**config.mk**
```make
export PLATFORM = sky130hd
export DESIGN_NAME = rf_wb_arbiter
export DESIGN_NICKNAME = d
export VERILOG_FILES = /design/src/rtl/rf_wb_arbiter.sv
export SDC_FILE = /design/constraint.sdc
export NUM_CORES = 1
export LEC_CHECK = 0
export ABC_AREA = 1
export CAP_MARGIN = 40
export CORE_MARGIN = 10
export CORE_UTILIZATION = 58
export DETAILED_ROUTE_END_ITERATION = 12
export PLACE_DENSITY = 0.87
export RECOVER_POWER = 100
export SYNTH_ARGS = -nofsm -noshare
export SYNTH_HDL_FRONTEND = slang
export SYNTH_SLANG_ARGS = --single-unit
```
**constraint.sdc**
```tcl
create_clock -name clk -period 6.8 [get_ports clk]
set_input_delay 1.36 -clock clk [delete_from_list [all_inputs] [get_ports clk]]
set_output_delay 1.36 -clock clk [all_outputs]
set_load 0.1 [all_outputs]
```
**src/rtl/rf_wb_arbiter.sv**
```systemverilog
// Register-file write-port arbiter: two requester FIFOs drained round-robin onto a
// registered write bus, with read-after-write hazard flags for both read ports.
module rf_wb_arbiter #(
    parameter int DATA_W = 32,
    parameter int ADDR_W = 5,
    parameter int DEPTH  = 2
) (
    input  logic              clk,
    input  logic              reset,
    input  logic              req0_valid,
    output logic              req0_ready,
    input  logic [ADDR_W-1:0] req0_addr,
    input  logic [DATA_W-1:0] req0_data,
    input  logic              req1_valid,
    output logic              req1_ready,
    input  logic [ADDR_W-1:0] req1_addr,
    input  logic [DATA_W-1:0] req1_data,
    output logic              rg_wrt_en,
    output logic [ADDR_W-1:0] rg_wrt_addr,
    output logic [DATA_W-1:0] rg_wrt_data,
    input  logic [ADDR_W-1:0] rg_rd_addr1,
    input  logic [ADDR_W-1:0] rg_rd_addr2,
    output logic              hz1,
    output logic              hz2
);

    localparam int PTR_W = (DEPTH > 1) ? $clog2(DEPTH) : 1;
    localparam int CNT_W = PTR_W + 1;
    localparam logic [CNT_W-1:0] FULL = CNT_W'(DEPTH);

    logic [ADDR_W-1:0] ent_addr_q [2][DEPTH];
    logic [DATA_W-1:0] ent_data_q [2][DEPTH];
    logic [PTR_W-1:0]  rd_ptr_q [2];
    logic [PTR_W-1:0]  rd_ptr_d [2];
    logic [PTR_W-1:0]  wr_ptr_q [2];
    logic [PTR_W-1:0]  wr_ptr_d [2];
    logic [CNT_W-1:0]  cnt_q [2];
    logic [CNT_W-1:0]  cnt_d [2];
    logic              last_q;
    logic              wrt_en_q;
    logic [ADDR_W-1:0] wrt_addr_q;
    logic [DATA_W-1:0] wrt_data_q;

    logic [1:0]        in_valid;
    logic [ADDR_W-1:0] in_addr [2];
    logic [DATA_W-1:0] in_data [2];
    logic [1:0]        ready;
    logic [1:0]        push;
    logic [1:0]        cand;
    logic [1:0]        pop;
    logic              gnt_any;
    logic              gnt_idx;
    logic              hit1;
    logic              hit2;
    logic [PTR_W-1:0]  off;

    assign in_valid   = {req1_valid, req0_valid};
    assign in_addr[0] = req0_addr;
    assign in_addr[1] = req1_addr;
    assign in_data[0] = req0_data;
    assign in_data[1] = req1_data;

    // Ready looks only at occupancy: a full FIFO refuses even while it pops.
    always_comb begin
        ready   = '0;
        push    = '0;
        cand    = '0;
        pop     = '0;
        gnt_any = 1'b0;
        gnt_idx = 1'b0;
        for (int n = 0; n < 2; n++) begin
            ready[n] = reset && (cnt_q[n] != FULL);
            push[n]  = in_valid[n] && ready[n] && (in_addr[n] != '0);
            cand[n]  = (cnt_q[n] != '0);
        end
        gnt_any = |cand;
        gnt_idx = (cand[0] && cand[1]) ? ~last_q : cand[1];
        for (int n = 0; n < 2; n++) begin
            pop[n]      = gnt_any && (int'(gnt_idx) == n);
            rd_ptr_d[n] = rd_ptr_q[n] + PTR_W'(pop[n]);
            wr_ptr_d[n] = wr_ptr_q[n] + PTR_W'(push[n]);
            cnt_d[n]    = cnt_q[n] + CNT_W'(push[n]) - CNT_W'(pop[n]);
        end
    end

    always_ff @(posedge clk) begin
        if (!reset) begin
            for (int n = 0; n < 2; n++) begin
                rd_ptr_q[n] <= '0;
                wr_ptr_q[n] <= '0;
                cnt_q[n]    <= '0;
            end
            last_q     <= 1'b1;
            wrt_en_q   <= 1'b0;
            wrt_addr_q <= '0;
            wrt_data_q <= '0;
        end else begin
            for (int n = 0; n < 2; n++) begin
                rd_ptr_q[n] <= rd_ptr_d[n];
                wr_ptr_q[n] <= wr_ptr_d[n];
                cnt_q[n]    <= cnt_d[n];
                if (push[n]) begin
                    ent_addr_q[n][wr_ptr_q[n]] <= in_addr[n];
                    ent_data_q[n][wr_ptr_q[n]] <= in_data[n];
                end
            end
            wrt_en_q <= gnt_any;
            if (gnt_any) begin
                wrt_addr_q <= ent_addr_q[gnt_idx][rd_ptr_q[gnt_idx]];
                wrt_data_q <= ent_data_q[gnt_idx][rd_ptr_q[gnt_idx]];
                last_q     <= gnt_idx;
            end
        end
    end

    // An entry is live when its distance from the read pointer is below the count.
    always_comb begin
        hit1 = 1'b0;
        hit2 = 1'b0;
        off  = '0;
        for (int n = 0; n < 2; n++) begin
            for (int i = 0; i < DEPTH; i++) begin
                off = PTR_W'(i) - rd_ptr_q[n];
                if ({1'b0, off} < cnt_q[n]) begin
                    if (ent_addr_q[n][i] == rg_rd_addr1) hit1 = 1'b1;
                    if (ent_addr_q[n][i] == rg_rd_addr2) hit2 = 1'b1;
                end
            end
        end
        if (wrt_en_q && (wrt_addr_q == rg_rd_addr1)) hit1 = 1'b1;
        if (wrt_en_q && (wrt_addr_q == rg_rd_addr2)) hit2 = 1'b1;
    end

    assign hz1 = reset && (rg_rd_addr1 != '0) && hit1;
    assign hz2 = reset && (rg_rd_addr2 != '0) && hit2;

    assign req0_ready  = ready[0];
    assign req1_ready  = ready[1];
    assign rg_wrt_en   = wrt_en_q;
    assign rg_wrt_addr = wrt_addr_q;
    assign rg_wrt_data = wrt_data_q;

endmodule

```
Word-level counts from Yosys, hierarchy flattened. Memory sizes are Yosys's and may differ from the RTL's. Index checks and enable logic that the tools add are counted.

Add/sub/neg operators: 12. Magnitude comparators: 9. Equality and inequality tests: 12. Muxes and demuxes: 49. Bitwise gates (word level): 11. Reductions and logical operators: 24.

Operators with widths (number): two-way mux 32 bit (5); two-way mux 64 bit (2); demux 32 bit (select 1 bit) (2); == test 5 bit (10); two-way mux 1 bit (29); two-way mux 5 bit (5); two-way mux 10 bit (2); nonzero test 5 bit (4); logical AND 1 bit (17); demux 5 bit (select 1 bit) (2); less-than comparator 1 x 2 -> 1 bit (4); >= comparator 2 bit (second input constant) (3); NOT 1 -> 2 bit (3); bitwise OR 1 bit (6); adder 1 bit (4); adder 2 x 1 -> 2 bit (2); less-than comparator 2 x 1 -> 1 bit (second input constant) (2); two-way mux 2 bit (2); != test 2 bit (second input constant) (2); nonzero test 2 bit (2); subtractor 1 bit (first input constant) (4); subtractor 2 x 1 -> 2 bit (2); NOT 1 bit (2); OR reduction 2 bit (1).

Register bits: 39. RAM bits: 156. Input bits: 88. Output and inout bits: 42. Logic and storage cells: 126. Memories kept: 5.

Memory list: ent_data_q (words 2, bits a word 64, read ports 1, clocked after memory_dff 0, wr ports 2, RTL line 32) `logic [DATA_W-1:0] ent_data_q [2][DEPTH];`; ent_addr_q (words 2, bits a word 10, read ports 3, clocked after memory_dff 0, wr ports 2, RTL line 31) `logic [ADDR_W-1:0] ent_addr_q [2][DEPTH];`; cnt_q (words 2, bits a word 2, read ports 2, clocked after memory_dff 0, wr ports 2, RTL line 37) `logic [CNT_W-1:0] cnt_q [2];`; rd_ptr_q (words 2, bits a word 1, read ports 3, clocked after memory_dff 0, wr ports 2, RTL line 33) `logic [PTR_W-1:0] rd_ptr_q [2];`; wr_ptr_q (words 2, bits a word 1, read ports 2, clocked after memory_dff 0, wr ports 2, RTL line 35) `logic [PTR_W-1:0] wr_ptr_q [2];`.

Longest topological paths before layout.
Word-level depth: 11. Depth in mapped cells: 12. Gate-level depth less buffers: 12.

Worst setup path after synthesis. OpenSTA, ideal clock, no wires.

Path kind: input to register. Start point: input port reset. End point: memory ent_addr_q[0][0] in the netlist's numbering (enable). Library setup time: 0.433 ns. Arrival time: 4.933 ns. Required time: 6.367 ns. Setup slack: 1.434 ns. Cell stages on the path: 4. Path buffers: 0. Path through: inv_1 a21oi_1 nand3_1 nor2_1.

RTL lines: from (decl) (RTL line 9) `input logic reset,`; to (decl) (RTL line 31).

Worst setup path after layout.
Start point: input port reset. End point: output port req0_ready.

Word-level cells in the longest chain between the ends: 1.

RTL lines: logical AND 1 bit (RTL line 72) `ready[n] = reset && (cnt_q[n] != FULL);`; to (decl) (RTL line 11) `output logic req0_ready,`.

No other way between the ends.

==> impl_results.md <==
- First-pass GRT wire length: 35000 µm
- Fillers: 946
- Final period util: between 70% and 80%
- DRC Markers: 0
- Maxcap violations: 8
- Type of the most critical hold path: reg2reg
- Worst Setup SP: reset
- Post-synth EDFFs: between 100 and 150
- FF+latch count, synth: 195
- Yosys synthesis warning count: 0
- Unrepaired setup endpoints after global routing: false
- Worst r2r src: cnt_q[0][1]
- Fin nets: 1076
- Worst-Margin Slew: ~2.7 ns
- Seq/Total Area, Yosys: 64.7%
- DIE WIDTH: ~140 µm
- Post_cts resized: 0
- R2r setup slk: 1.58 ns
- Final WL: 22700 µm
- Crit-path max FO: 11
- Ports: 130
- GRT Residual Overflow: 0
- Hold_buf cts: 0
- Post-synthesis compound-gate area fraction: 1.62%
- TritonCTS clock tree: done
- Die area: about 20000 µm²
- Hold Path Depth: 2
- Post-layout power: ~4.6 mW
- Overall Global Routing Usage: between 20% and 30%
- Final worst path period need: around 5.4 ns
- Clock Skew: approximately 0.012 ns
- Violated checks: capacitance limit, slew limit
- Max frequency: 185 MHz
- Post-synth top cells: nand2_1, edfxtp_1, nand3_1
- Max IR drop VDD: 0.295 mV
- Distinct cells, synth: 26
- Area Growth Syn to Fin: 25.8%
- Core Util, Final: 74.9%
- PwrDens: 437 nW/µm²
- Ys flop type: edfxtp_1
- Fin. max-slew vios: 246
- Vias per cell: approximately 5.5
- DP Area: 10400 µm²
- Antenna viol nets, final: 0
- RR Endpoint: rg_wrt_data[16]
- Worst Setup Start Kind: input pin
- Dominant cell type by area after synthesis: edfxtp_1
- Starting Density: about three fifths
- Vias post-DR: 6448
- Initial antenna violation count: 3
- PortBufs: 129
- Pin count of the biggest net entering global routing: 69
- R2R depth: 10
- Largest family of logic cells by synthesized area: simple AND/OR/NAND/NOR gates
- Clock root buffer: clkbuf_16
- Average wire per standard cell: 19.3 µm
- GPL Wtd Cong: 0.937
- Layout cells sized above 1: 6.32%
- Final setup fails: 0
- Final Hold Viols: 0
- 1st-pass router iterations: 5
- Adder-cell area share of the yosys netlist: 0.601%
- Clock Latency Late Sink: 0.43 ns
- Hpwl dp: between 15000 and 20000 µm
- Clock-pin slew on the worst setup and hold paths: about 0.060 ns
- Post-Syn Nets: between 900 and 1000
- Mux contribution to synthesized area: 0%
- Row Count: 43
- Vias in the first global route: 6614
- Most frequent cell after synthesis: nand2_1
- XOR/XNOR Fraction of Synth Area: 2.00%
- Simple-gate share of the synthesized area: 26.0%
- CTS H-tree depth: 4
- DP Cell Count: 1145
- CP Class: in2out
- CTS max path bufs: 2
- Total negative setup slack: 0 ns
- Die height: 140 µm
- Outcome: finished, violations left
- Synth Area per Inst: ~10 µm²
- CORE AREA: 14000 µm²
- Max transition margin: -78.8%
- Final cell count without fillers: about 1200
- Inserted Clock Buffers: 17
- Worst path required time: between 5 and 6 ns
- CTS Sinks: 195
- Synth Cell Area: about 8300 µm²
- Critical Path AT: 4.04 ns
- Synth top area cells: edfxtp_1, nand2_1, dfxtp_1
- DR iter-0 viols: 518
- Asr flop ratio synth: 0%
- Post-synth top area share: 53.4%
- HP Start: rg_wrt_data[5]
- Crit. End Element: output pin
- Post-route cell area: 10500 µm²
- Hold Path End: rg_wrt_data[5]
- Postcts setup bufs: 0
- Static leakage: 4.28 nW
- Cell count after synthesis: 825
## metrics by stage
step | hold WS [ns] | worst slack (ns)
floorplan | 0.454 | 1.43
global placement | 0.437 | 1.52
detailed placement | 0.439 | 1.90
CTS | 0.453 | 1.89
global route | 0.460 | 1.08
finish | 0.451 | 1.40
## how the worst max path moves through the flow
stage	to	slack, ns	cells after the start
floorplan	ent_addr_q[0][0]	1.43	4
global placement	hz2	1.52	10
detailed placement	hz2	1.90	11
CTS	hz2	1.89	11
global route	rg_wrt_data[16]	1.08	10
finish	req0_ready	1.40	5
## cells by family (layout without fill, tap and decap cells)
group / count (synthesis) / after routing
buffers and inverters: 84 / 256
AO/OA/AOI/OAI: 27 / 27
flip-flops: 195 / 195
adder cells (fa/ha/maj): 4 / 4
AND/OR/NAND/NOR: 496 / 496
XOR/XNOR: 19 / 19
other: 0 / 2
## final cells by class
| class | count | area, µm² | area share [%] |
|---|---|---|---|
| timing repair buffer | 178 | 1600 | 15.3 |
| clock inverter | 12 | 129 | 1.23 |
| multi-input combinational | 546 | 2500 | 23.9 |
| tap | 180 | 225 | 2.15 |
| inverter | 46 | 178 | 1.70 |
| clock buffer | 20 | 447 | 4.27 |
| sequential | 195 | 5390 | 51.4 |
| antenna | 2 | 5.00 | 0.0478 |
## worst max-delay path: stages
cell and delay [ns]:
dlygate4sd3_1 0.81, inv_1 0.21, a21oi_1 0.27, clkdlybuf4s50_1 0.53, clkbuf_1 0.86
## flip-flops by register name, summed over array words and instances (netlist names)
name,cells
last_q,1
ent_data_q,128
ent_addr_q,20
rg_wrt_en,1
cnt_q,4
rd_ptr_q,2
rg_wrt_addr,5
rg_wrt_data,32
wr_ptr_q,2
## power by group
part           total [mW]  internal [mW]  switching (mW)
Clock               0.973          0.553           0.420
Combinational        2.05          0.562            1.49
Sequential           1.55           1.45          0.0961
## layer usage
layer,part of all wire [%],up-vias,global-route usage [%]
li1,-,3051,-
met1,39,3078,25.8
met2,52,275,40.9
met3,6.8,42,5.14
met4,2.3,2,8.04
met5,0.031,-,0
## layout by cell type, fill, tap and decap left out, types with 3 or more instances in the layout
cell             netlist  routed
xor2_1                19      19
a21oi_1               11      11
nand2_1              317     320
clkdlybuf4s50_1        0      48
clkinv_2               0       4
o21ai_0               16      16
clkbuf_16              0      17
edfxtp_1             148     148
buf_8                  1       4
ha_1                   4       4
nor2_1                45      44
buf_16                 0       3
clkbuf_1               9      42
inv_1                 42      44
nand3_1              105     105
dlygate4sd3_1          0      81
nand3_2               17      17
dfxtp_1               47      47
No activity file was read; power rests on OpenSTA's default activity.
